**src/rtl/best_arr_sender.sv**
```systemverilog
// best_arr_sender: streams the best-index array from its 1-cycle SRAM into the out FIFO in host order.
// Optional feature macro BEST_ARR_CHECKSUM_EN appends a mod-2^DATA_WIDTH sum word after the last index.
module best_arr_sender #(
  parameter int DATA_WIDTH = 11,
  parameter int ROW_SIZE   = 26,
  parameter int COL_SIZE   = 19,
  parameter int BLOCKING   = 4,
  parameter int NUM_QUERYS = ROW_SIZE * COL_SIZE,
  parameter int ADDR_WIDTH = $clog2(NUM_QUERYS)
) (
  input  logic                  clk,
  input  logic                  rst,
  input  logic                  send_best_arr,
  output logic                  mem_ren,
  output logic [ADDR_WIDTH-1:0] mem_raddr,
  input  logic [DATA_WIDTH-1:0] mem_rdata,
  input  logic                  out_wfull_n,
  output logic                  out_wenq,
  output logic [DATA_WIDTH-1:0] out_wdata,
  output logic                  busy,
  output logic                  done
);

  localparam int HALF = ROW_SIZE / 2;
  localparam int NX   = (HALF + BLOCKING - 1) / BLOCKING;
  localparam int XW   = (NX > 1) ? $clog2(NX) : 1;
  localparam int YW   = (COL_SIZE > 1) ? $clog2(COL_SIZE) : 1;
  localparam int IW   = (BLOCKING > 1) ? $clog2(BLOCKING) : 1;

`ifdef BEST_ARR_CHECKSUM_EN
  typedef enum logic [2:0] {S_IDLE, S_RUN, S_DRAIN, S_CSUM, S_DONE} state_t;
`else
  typedef enum logic [1:0] {S_IDLE, S_RUN, S_DRAIN, S_DONE} state_t;
`endif

  state_t                state_q, state_d;
  logic                  px_q, px_d;
  logic [XW-1:0]         x_q, x_d;
  logic [YW-1:0]         y_q, y_d;
  logic [IW-1:0]         xi_q, xi_d;
  logic [1:0]            occ_q, occ_d;
  logic                  inflight_q, inflight_d;
  logic [DATA_WIDTH-1:0] skid0_q, skid0_d;
  logic [DATA_WIDTH-1:0] skid1_q, skid1_d;
  logic                  busy_q, busy_d;
  logic                  done_q, done_d;
`ifdef BEST_ARR_CHECKSUM_EN
  logic [DATA_WIDTH-1:0] sum_q, sum_d;
`endif

  logic                  out_valid;
  logic [DATA_WIDTH-1:0] out_data;
  logic                  pop;
  logic [2:0]            pending;
  logic                  issue;
  logic                  xi_wrap, y_wrap, x_wrap, last_issue;
  int                    addr_full;
  logic [1:0]            fill;
  logic [DATA_WIDTH-1:0] t0, t1, t2;

  // The pending read counts as the tail of the skid, so read data can leave the cycle it returns.
  always_comb begin
    out_valid = (occ_q != 2'd0) || inflight_q;
    out_data  = '0;
    if (occ_q != 2'd0) out_data = skid0_q;
    else if (inflight_q) out_data = mem_rdata;
    pop       = out_valid && out_wfull_n;
    pending   = 3'(occ_q) + 3'(inflight_q);
    issue     = (state_q == S_RUN) && ((pending - 3'(pop)) < 3'd2);
  end

  // xi wraps early once the column passes HALF, so skipped combos never cost a cycle.
  always_comb begin
    xi_wrap    = (int'(xi_q) == BLOCKING - 1) ||
                 (int'(x_q) * BLOCKING + int'(xi_q) + 1 >= HALF);
    y_wrap     = (int'(y_q) == COL_SIZE - 1);
    x_wrap     = (int'(x_q) == NX - 1);
    last_issue = px_q && x_wrap && y_wrap && xi_wrap;
    addr_full  = int'(px_q) * HALF + int'(y_q) * ROW_SIZE + int'(x_q) * BLOCKING + int'(xi_q);
  end

  always_comb begin
    t0   = skid0_q;
    t1   = skid1_q;
    t2   = mem_rdata;
    fill = occ_q;
    if (inflight_q) begin
      if (occ_q == 2'd0) t0 = mem_rdata;
      else if (occ_q == 2'd1) t1 = mem_rdata;
      fill = occ_q + 2'd1;
    end
    occ_d      = fill - 2'(pop);
    skid0_d    = pop ? t1 : t0;
    skid1_d    = pop ? t2 : t1;
    inflight_d = issue;
  end

  always_comb begin
    state_d = state_q;
    px_d    = px_q;
    x_d     = x_q;
    y_d     = y_q;
    xi_d    = xi_q;
`ifdef BEST_ARR_CHECKSUM_EN
    sum_d   = pop ? (sum_q + out_data) : sum_q;
`endif
    case (state_q)
      S_IDLE: begin
        if (send_best_arr) begin
          state_d = S_RUN;
          px_d    = 1'b0;
          x_d     = '0;
          y_d     = '0;
          xi_d    = '0;
`ifdef BEST_ARR_CHECKSUM_EN
          sum_d   = '0;
`endif
        end
      end
      S_RUN: begin
        if (issue) begin
          if (xi_wrap) begin
            xi_d = '0;
            if (y_wrap) begin
              y_d = '0;
              if (x_wrap) begin
                x_d  = '0;
                px_d = ~px_q;
              end else begin
                x_d = x_q + XW'(1);
              end
            end else begin
              y_d = y_q + YW'(1);
            end
          end else begin
            xi_d = xi_q + IW'(1);
          end
          if (last_issue) state_d = S_DRAIN;
        end
      end
      S_DRAIN: begin
        if ((occ_d == 2'd0) && !inflight_d) begin
`ifdef BEST_ARR_CHECKSUM_EN
          state_d = S_CSUM;
`else
          state_d = S_DONE;
`endif
        end
      end
`ifdef BEST_ARR_CHECKSUM_EN
      S_CSUM: begin
        if (out_wfull_n) state_d = S_DONE;
      end
`endif
      S_DONE:  state_d = S_IDLE;
      default: state_d = S_IDLE;
    endcase
    busy_d = (state_d != S_IDLE);
    done_d = (state_d == S_DONE);
  end

  always_ff @(posedge clk) begin
    if (rst) begin
      state_q    <= S_IDLE;
      px_q       <= 1'b0;
      x_q        <= '0;
      y_q        <= '0;
      xi_q       <= '0;
      occ_q      <= 2'd0;
      inflight_q <= 1'b0;
      skid0_q    <= '0;
      skid1_q    <= '0;
      busy_q     <= 1'b0;
      done_q     <= 1'b0;
`ifdef BEST_ARR_CHECKSUM_EN
      sum_q      <= '0;
`endif
    end else begin
      state_q    <= state_d;
      px_q       <= px_d;
      x_q        <= x_d;
      y_q        <= y_d;
      xi_q       <= xi_d;
      occ_q      <= occ_d;
      inflight_q <= inflight_d;
      skid0_q    <= skid0_d;
      skid1_q    <= skid1_d;
      busy_q     <= busy_d;
      done_q     <= done_d;
`ifdef BEST_ARR_CHECKSUM_EN
      sum_q      <= sum_d;
`endif
    end
  end

  assign mem_ren   = issue;
  assign mem_raddr = ADDR_WIDTH'(addr_full);
  assign busy      = busy_q;
  assign done      = done_q;
`ifdef BEST_ARR_CHECKSUM_EN
  assign out_wenq  = pop || ((state_q == S_CSUM) && out_wfull_n);
  assign out_wdata = (state_q == S_CSUM) ? sum_q : out_data;
`else
  assign out_wenq  = pop;
  assign out_wdata = out_data;
`endif

endmodule

```
**config.mk**
```make
export PLATFORM = sky130hd
export DESIGN_NAME = best_arr_sender
export DESIGN_NICKNAME = d
export VERILOG_FILES = /design/src/rtl/best_arr_sender.sv
export SDC_FILE = /design/constraint.sdc
export NUM_CORES = 1
export LEC_CHECK = 0
export CAP_MARGIN = 30
export CORE_MARGIN = 2
export CORE_UTILIZATION = 40
export CTS_CLUSTER_SIZE = 25
export DETAILED_ROUTE_END_ITERATION = 12
export PLACE_DENSITY_LB_ADDON = 0.25
export SYNTH_ARGS = -nofsm -noshare
export SYNTH_HDL_FRONTEND = slang
export SYNTH_SLANG_ARGS = --single-unit
```
**constraint.sdc**
```tcl
create_clock -name clk -period 4.5 [get_ports clk]
set_input_delay 0.9 -clock clk [delete_from_list [all_inputs] [get_ports clk]]
set_output_delay 0.9 -clock clk [all_outputs]
set_load 0.01 [all_outputs]
```
==> flow_summary.yaml, run 1 <==
timing:
  whs_ns: 0.480
  skew_ns: 0.00406
  fmax_ghz: 0.235
  setup_viol: 0
  finalHoldViolCount: 0
  slew_violations: 0
  rsz0062_at_grt: "no"
  fin_crit_ns: 4.25
  finalCritPeriodShare_pct: 94.5
  tns_ns: 0
  slew_headroom_pct: 30.5
  worst_pin_slew_ns: 1.04
cells_and_area:
  utilization_pct: 49.1
  antenna_cells: 0
  drive_above_1_share_pct: 5.23
  area.growth.synth_to_final_pct: 20.7
  ff_latch_area_um2: 782
  multi_input_area_um2: 1600
  fin_nets: 370
  fillers: 620
routing:
  drt_pass1_iterations: 4
  wl_per_cell_um: 13.2
  vias_per_cell: 5.28
  wl_um: 5300
  antenna_left: 0
  vias: 2121
  post-route-drc-count: 0
  first_iter_violations: 102
synth:
  synth_cell_types: 43
  synth.most_common_cell: "dfxtp_1"
  async_flop_share_pct: 0
  synth_top_cell_by_area: "dfxtp_1"
  postSynthAreaPerCell_um2: 8.75
  synthTopCellsByArea: "dfxtp_1 31%, ha_1 12%, mux2i_1 9.1%"
  yosysWarningCount: 0
  postSynthCellCount: 290
  seq_area_frac_synth_pct: 30.8
  synth_commonest_cells: "39 x dfxtp_1, 28 x nor2_1, 25 x ha_1, 25 x inv_1, 23 x mux2i_1"
  syn_nets: 336
  yosysTopAreaCellShare_pct: 30.8
  netlist_area_um2: 2540
  synth_edf_count: 0
  ys_ff_latch: 39
  synth_flop_cell: "dfxtp_1"
worst_setup_path:
  crit_type: "input port to primary output"
  crit_required_ns: 3.60
  path_common_cell: "clkdlybuf4s50_1"
  end_kind: "primary output"
  path_delay_family: "buffers and inverters"
  path_buf_inv: 2
  start_kind: "input port"
  cp_slowest_stage_delay_ns: 0.55
  cp.arrival_ns: 3.35
  path_max_fanout: 4
  crit_slowest_cell: "clkdlybuf4s50_1"
  crit_path_cell_trace: "clkdlybuf4s50_1, nor3b_1, o21ai_0, fa_1, xnor2_1, and3_1, clkdlybuf4s50_1"
floorplan:
  start_util_pct: 40.7
  die_h_um: 83.7
  io_pins: 39
  row_count: 29
  die_area_um2: 7000
  core_area_um2: 6240
  dieWidth_um: 83.7
clock_network:
  cts_buffers: 5
  postCtsSetupBuffers: 0
  cts_hold_buf: 0
  cts_tree: "built"
  cts-root-buf: "clkbuf_8"
  clkSlewWorstSetupHoldPaths_ns: 0.08
  clk_latency_ns: 0.29
  clockBufferDepth: 2
  post_cts_resized: 0
  cts_sinks: 39
  htreeDepth: 2
power:
  powerDensity_nw_per_um2: 465
  vdd_drop_max_mv: 0.289
  leakage_uw: 0.00132
global_route:
  grt-busiest-layer: "met2"
  grt_pass1_wl_um: 9270
  track_usage_pct: 15.8
  grt_overflow_total: 0
  use_met3_pct: 3.46
  grt_pass1_vias: 1991
  antenna_found_initial: 0
  met2_usage_pct: 25.4
  grt_max_degree: 36
  met1_usage_pct: 21.9
placement:
  dp_hpwl_um: 3740
  portBuffers: 38
  gp_congestion: 0.770
outcome:
  outcome: "completed"
run:
  drv_cap: 0
hold_path:
  min_path_type: "flip-flop to flip-flop"
routing by layer:
metal	part of all wire, %	up-vias
met2	46	22
li1	-	1084
met1	50	1010
met4	0.79	0
met5	0	-
met3	2.8	5
cells in the final DEF, fill, tap and decap left out, types with 12 or more instances in the layout:
cell and n:
clkdlybuf4s50_1 38, nor2_1 28, dfxtp_1 38, a21oi_1 12
o21ai_0 16, mux2i_1 23, a211oi_1 14, inv_1 25
ha_1 25, nand2_1 20
worst paths after layout:
path	start	endpoint	slack [ns]	depth (start not counted)
hold / removal	xi_q[1]$_SDFFE_PP0P_	xi_q[1]$_SDFFE_PP0P_	0.48	2
setup / recovery	out_wfull_n	mem_ren	0.25	7
hold reg to reg	xi_q[1]$_SDFFE_PP0P_	xi_q[1]$_SDFFE_PP0P_	0.48	2
setup reg to reg	occ_q[1]$_SDFF_PP0_	y_q[2]$_SDFFE_PP0P_	0.95	9
state kept, by name (all words and copies together), names as in the netlist:
register    flops
x_q             2
occ_q           2
y_q             5
skid0_q        11
px_q            1
state_q         2
skid1_q        11
inflight_q      1
busy            1
xi_q            2
done            1
through the flow:
step | std cells | area, um^2 | setup WS [ns] | power, uW
6_report | 402 | 3070 | 0.246 | 1430
5_1_grt | 402 | 3070 | 0.0648 | 1540
4_1_cts | 402 | 3060 | 0.122 | 1430
3_5_place_dp | 394 | 2970 | 0.227 | 1190
3_3_place_gp | 394 | 2970 | 0.279 | 1180
2_1_floorplan | 290 | 2540 | 1.13 | 972
final cells by class:
cell class	instances	area share, %
clock buffer	6	2.37
clock inverter	2	0.408
inverter	25	3.06
multi-input combinational	211	52.1
sequential	39	25.5
tap	77	3.14
timing repair buffer	42	13.4
kinds of logic after synthesis:
kind of cell	share of synthesized area, %
simple gates	16.1
compound gates	15.9
buf+inv	6.55
flops	30.8
fa+ha+maj	17.1
mux	9.51
xor+xnor	4.14
worst register-to-register path, stage by stage (launching register included):
cell     delay [ns]
dfxtp_1        0.42
inv_1          0.09
ha_1           0.41
nor3b_1        0.44
o21ai_0        0.19
fa_1           0.40
xnor2_1        0.16
a32oi_1        0.86
nor3_1         0.21
a32o_1         0.28
report_power, final:
part | switching (uW) | internal, uW
Combinational | 385 | 324
Clock | 127 | 108
Sequential | 54.4 | 427
Total | 567 | 859
(Power assumes the default switching activity.)
==> run 2, diff against run 1 <==
--- a/config.mk
+++ b/config.mk
@@ -5,7 +5,10 @@
 export SDC_FILE = /design/constraint.sdc
 export NUM_CORES = 1
 export LEC_CHECK = 0
+export ABC_AREA = 1
 export CAP_MARGIN = 30
+export CELL_PAD_IN_SITES_DETAIL_PLACEMENT = 0
+export CELL_PAD_IN_SITES_GLOBAL_PLACEMENT = 1
 export CORE_MARGIN = 2
 export CORE_UTILIZATION = 40
 export CTS_CLUSTER_SIZE = 25
==> flow_summary.yaml, run 2 <==
synth:
  netlist_area_um2: 2690
  synth.most_common_cell: "nand2_1"
  postSynthCellCount: 380
  syn_nets: 426
  ys_ff_latch: 39
  synth_top_cell_by_area: "dfxtp_1"
  yosysTopAreaCellShare_pct: 29.0
  seq_area_frac_synth_pct: 29.0
  postSynthAreaPerCell_um2: 7.08
  synth_cell_types: 32
  synth_flop_cell: "dfxtp_1"
  synth_edf_count: 0
  synth_commonest_cells: "100 x nand2_1, 52 x inv_1, 43 x o21ai_0, 39 x dfxtp_1, 25 x ha_1"
  async_flop_share_pct: 0
  yosysWarningCount: 0
  synthTopCellsByArea: "dfxtp_1 29%, nand2_1 14%, ha_1 12%"
worst_setup_path:
  path_buf_inv: 4
  crit_slowest_cell: "clkdlybuf4s50_1"
  crit_path_cell_trace: "inv_1, ha_1, inv_1, ha_1, ha_1, fa_1, nand2_1, inv_1, a21boi_0, nand2_1, nand3_1, nand2_1, nand2_1, clkdlybuf4s50_1"
  r2r-start: "occ_q[1]$_SDFF_PP0_"
  end_kind: "primary output"
  path_max_fanout: 6
  cp_slowest_stage_delay_ns: 0.52
  reg2reg_slack_ns: 1.45
  reg2reg_depth: 12
  timing.rr.end: "y_q[1]$_SDFFE_PP0P_"
  cp.arrival_ns: 3.26
  crit_required_ns: 3.60
  start_kind: "flip-flop"
  crit_type: "flip-flop to primary output"
  path_delay_family: "adder cells"
  path_common_cell: "nand2_1"
timing:
  whs_ns: 0.513
  fmax_ghz: 0.241
  finalHoldViolCount: 0
  setup_viol: 0
  skew_ns: 0.00523
  slew_violations: 0
  rsz0062_at_grt: "no"
  fin_crit_ns: 4.16
  worst_pin_slew_ns: 0.922
  finalCritPeriodShare_pct: 92.4
  slew_headroom_pct: 38.5
  tns_ns: 0
cells_and_area:
  utilization_pct: 49.7
  fin_nets: 456
  mostFrequentLayoutCells: "100 x nand2_1, 52 x inv_1, 43 x o21ai_0"
  reg.largest.list: "skid0_q: 11 flops, skid1_q: 11 flops, y_q: 5 flops"
  final_common_cell: "nand2_1"
  antenna_cells: 0
  area.growth.synth_to_final_pct: 18.8
  drive_above_1_share_pct: 5.11
  finalNonFillerCells: 488
clock_network:
  clk_latency_ns: 0.29
  clkSlewWorstSetupHoldPaths_ns: 0.08
  cts_tree: "built"
  cts_hold_buf: 0
  htreeDepth: 2
  cts_buffers: 5
  clockBufferDepth: 2
  cts-root-buf: "clkbuf_8"
  cts_sinks: 39
power:
  powerDensity_nw_per_um2: 541
  leakage_uw: 0.00155
  vdd_drop_max_mv: 0.524
  total_power_uw: 1730
routing:
  wl_um: 5680
  drt_pass1_iterations: 4
  antenna_left: 0
  first_iter_violations: 161
  post-route-drc-count: 0
  vias_per_cell: 4.95
  vias: 2418
  wl_per_cell_um: 11.6
hold_path:
  hold_path.startpoint: "y_q[0]$_SDFFE_PP0P_"
  hold-path-cell-count: 2
  min_to: "y_q[0]$_SDFFE_PP0P_"
  min_path_type: "flip-flop to flip-flop"
global_route:
  grt_pass1_vias: 2304
  grt_max_degree: 32
  grt-busiest-layer: "met2"
  use_met3_pct: 3.08
  met1_usage_pct: 23.8
  grt_overflow_total: 0
  track_usage_pct: 17.0
  antenna_found_initial: 0
  met2_usage_pct: 27.3
  grt_pass1_wl_um: 10400
run:
  drv_cap: 0
floorplan:
  row_count: 29
  core_area_um2: 6420
  die_h_um: 86.0
  start_util_pct: 41.9
  die_area_um2: 7390
  io_pins: 39
  dieWidth_um: 86.0
placement:
  dp_hpwl_um: 4150
  gp_congestion: 0.822
  placed_cells: 480
  portBuffers: 38
outcome:
  outcome: "completed"
[run 2: cell families after synthesis]
logic type / synth area share (%)
fa+ha+maj: 16.1
compound gates: 17.4
simple gates: 23.7
flops: 29.0
buf+inv: 11.2
xor+xnor: 2.61
[run 2: area by class of cell]
class | count | area [um^2]
clock buffers | 5 | 68.8
fillers | 667 | 3230
well taps | 77 | 96.3
flip-flops and latches | 39 | 782
repair buffers | 39 | 388
inverters | 55 | 208
clock inverters | 3 | 43.8
multi-input cells | 270 | 1610
[run 2: per-layer routing]
layer / part of all wire, % / wire, um
met4: 0.77 / 44
met3: 3.7 / 210
met1: 50 / 2820
met2: 46 / 2600
met5: 0 / 0
[run 2: where the power goes]
part | total, uW | switching [uW] | internal (uW)
Clock | 295 | 130 | 165
Combinational | 899 | 511 | 388
Sequential | 533 | 71.0 | 462
Total | 1730 | 711 | 1020
[run 2: worst max-delay path by stage]
| stage | from | endpoint | slack, ns | cells after the start |
|---|---|---|---|---|
| after global routing | y_q[0]$_SDFFE_PP0P_ | mem_raddr[8] | 0.08 | 13 |
| after CTS | y_q[0]$_SDFFE_PP0P_ | mem_raddr[8] | 0.26 | 14 |
| final | y_q[0]$_SDFFE_PP0P_ | mem_raddr[8] | 0.34 | 14 |
| after floorplan | y_q[0]$_SDFFE_PP0P_ | mem_raddr[8] | 1.23 | 13 |
| after global placement | out_wfull_n | mem_ren | 0.62 | 8 |
| after detailed placement | y_q[0]$_SDFFE_PP0P_ | mem_raddr[8] | 0.58 | 14 |
[run 2: timing repair]
item / CTS / global route
setup endpoints to repair: 0 / 1
resized for setup: 0 / 1
buffers inserted: 0 / 0
[run 2: metrics by stage]
stage	setup WS [ns]	instance area, um^2
2_1_floorplan	1.23	2690
3_3_place_gp	0.621	3080
3_5_place_dp	0.581	3080
4_1_cts	0.257	3190
5_1_grt	0.0818	3190
6_report	0.344	3190
[run 2: worst reg2reg max path, delay by kind of cell (launching register included)]
kind / cells / cell delay, ns
AO/OA/AOI/OAI: 3 / 0.79
adder cells (fa/ha/maj): 2 / 0.73
buffers and inverters: 2 / 0.35
flip-flops: 1 / 0.38
AND/OR/NAND/NOR: 5 / 0.70
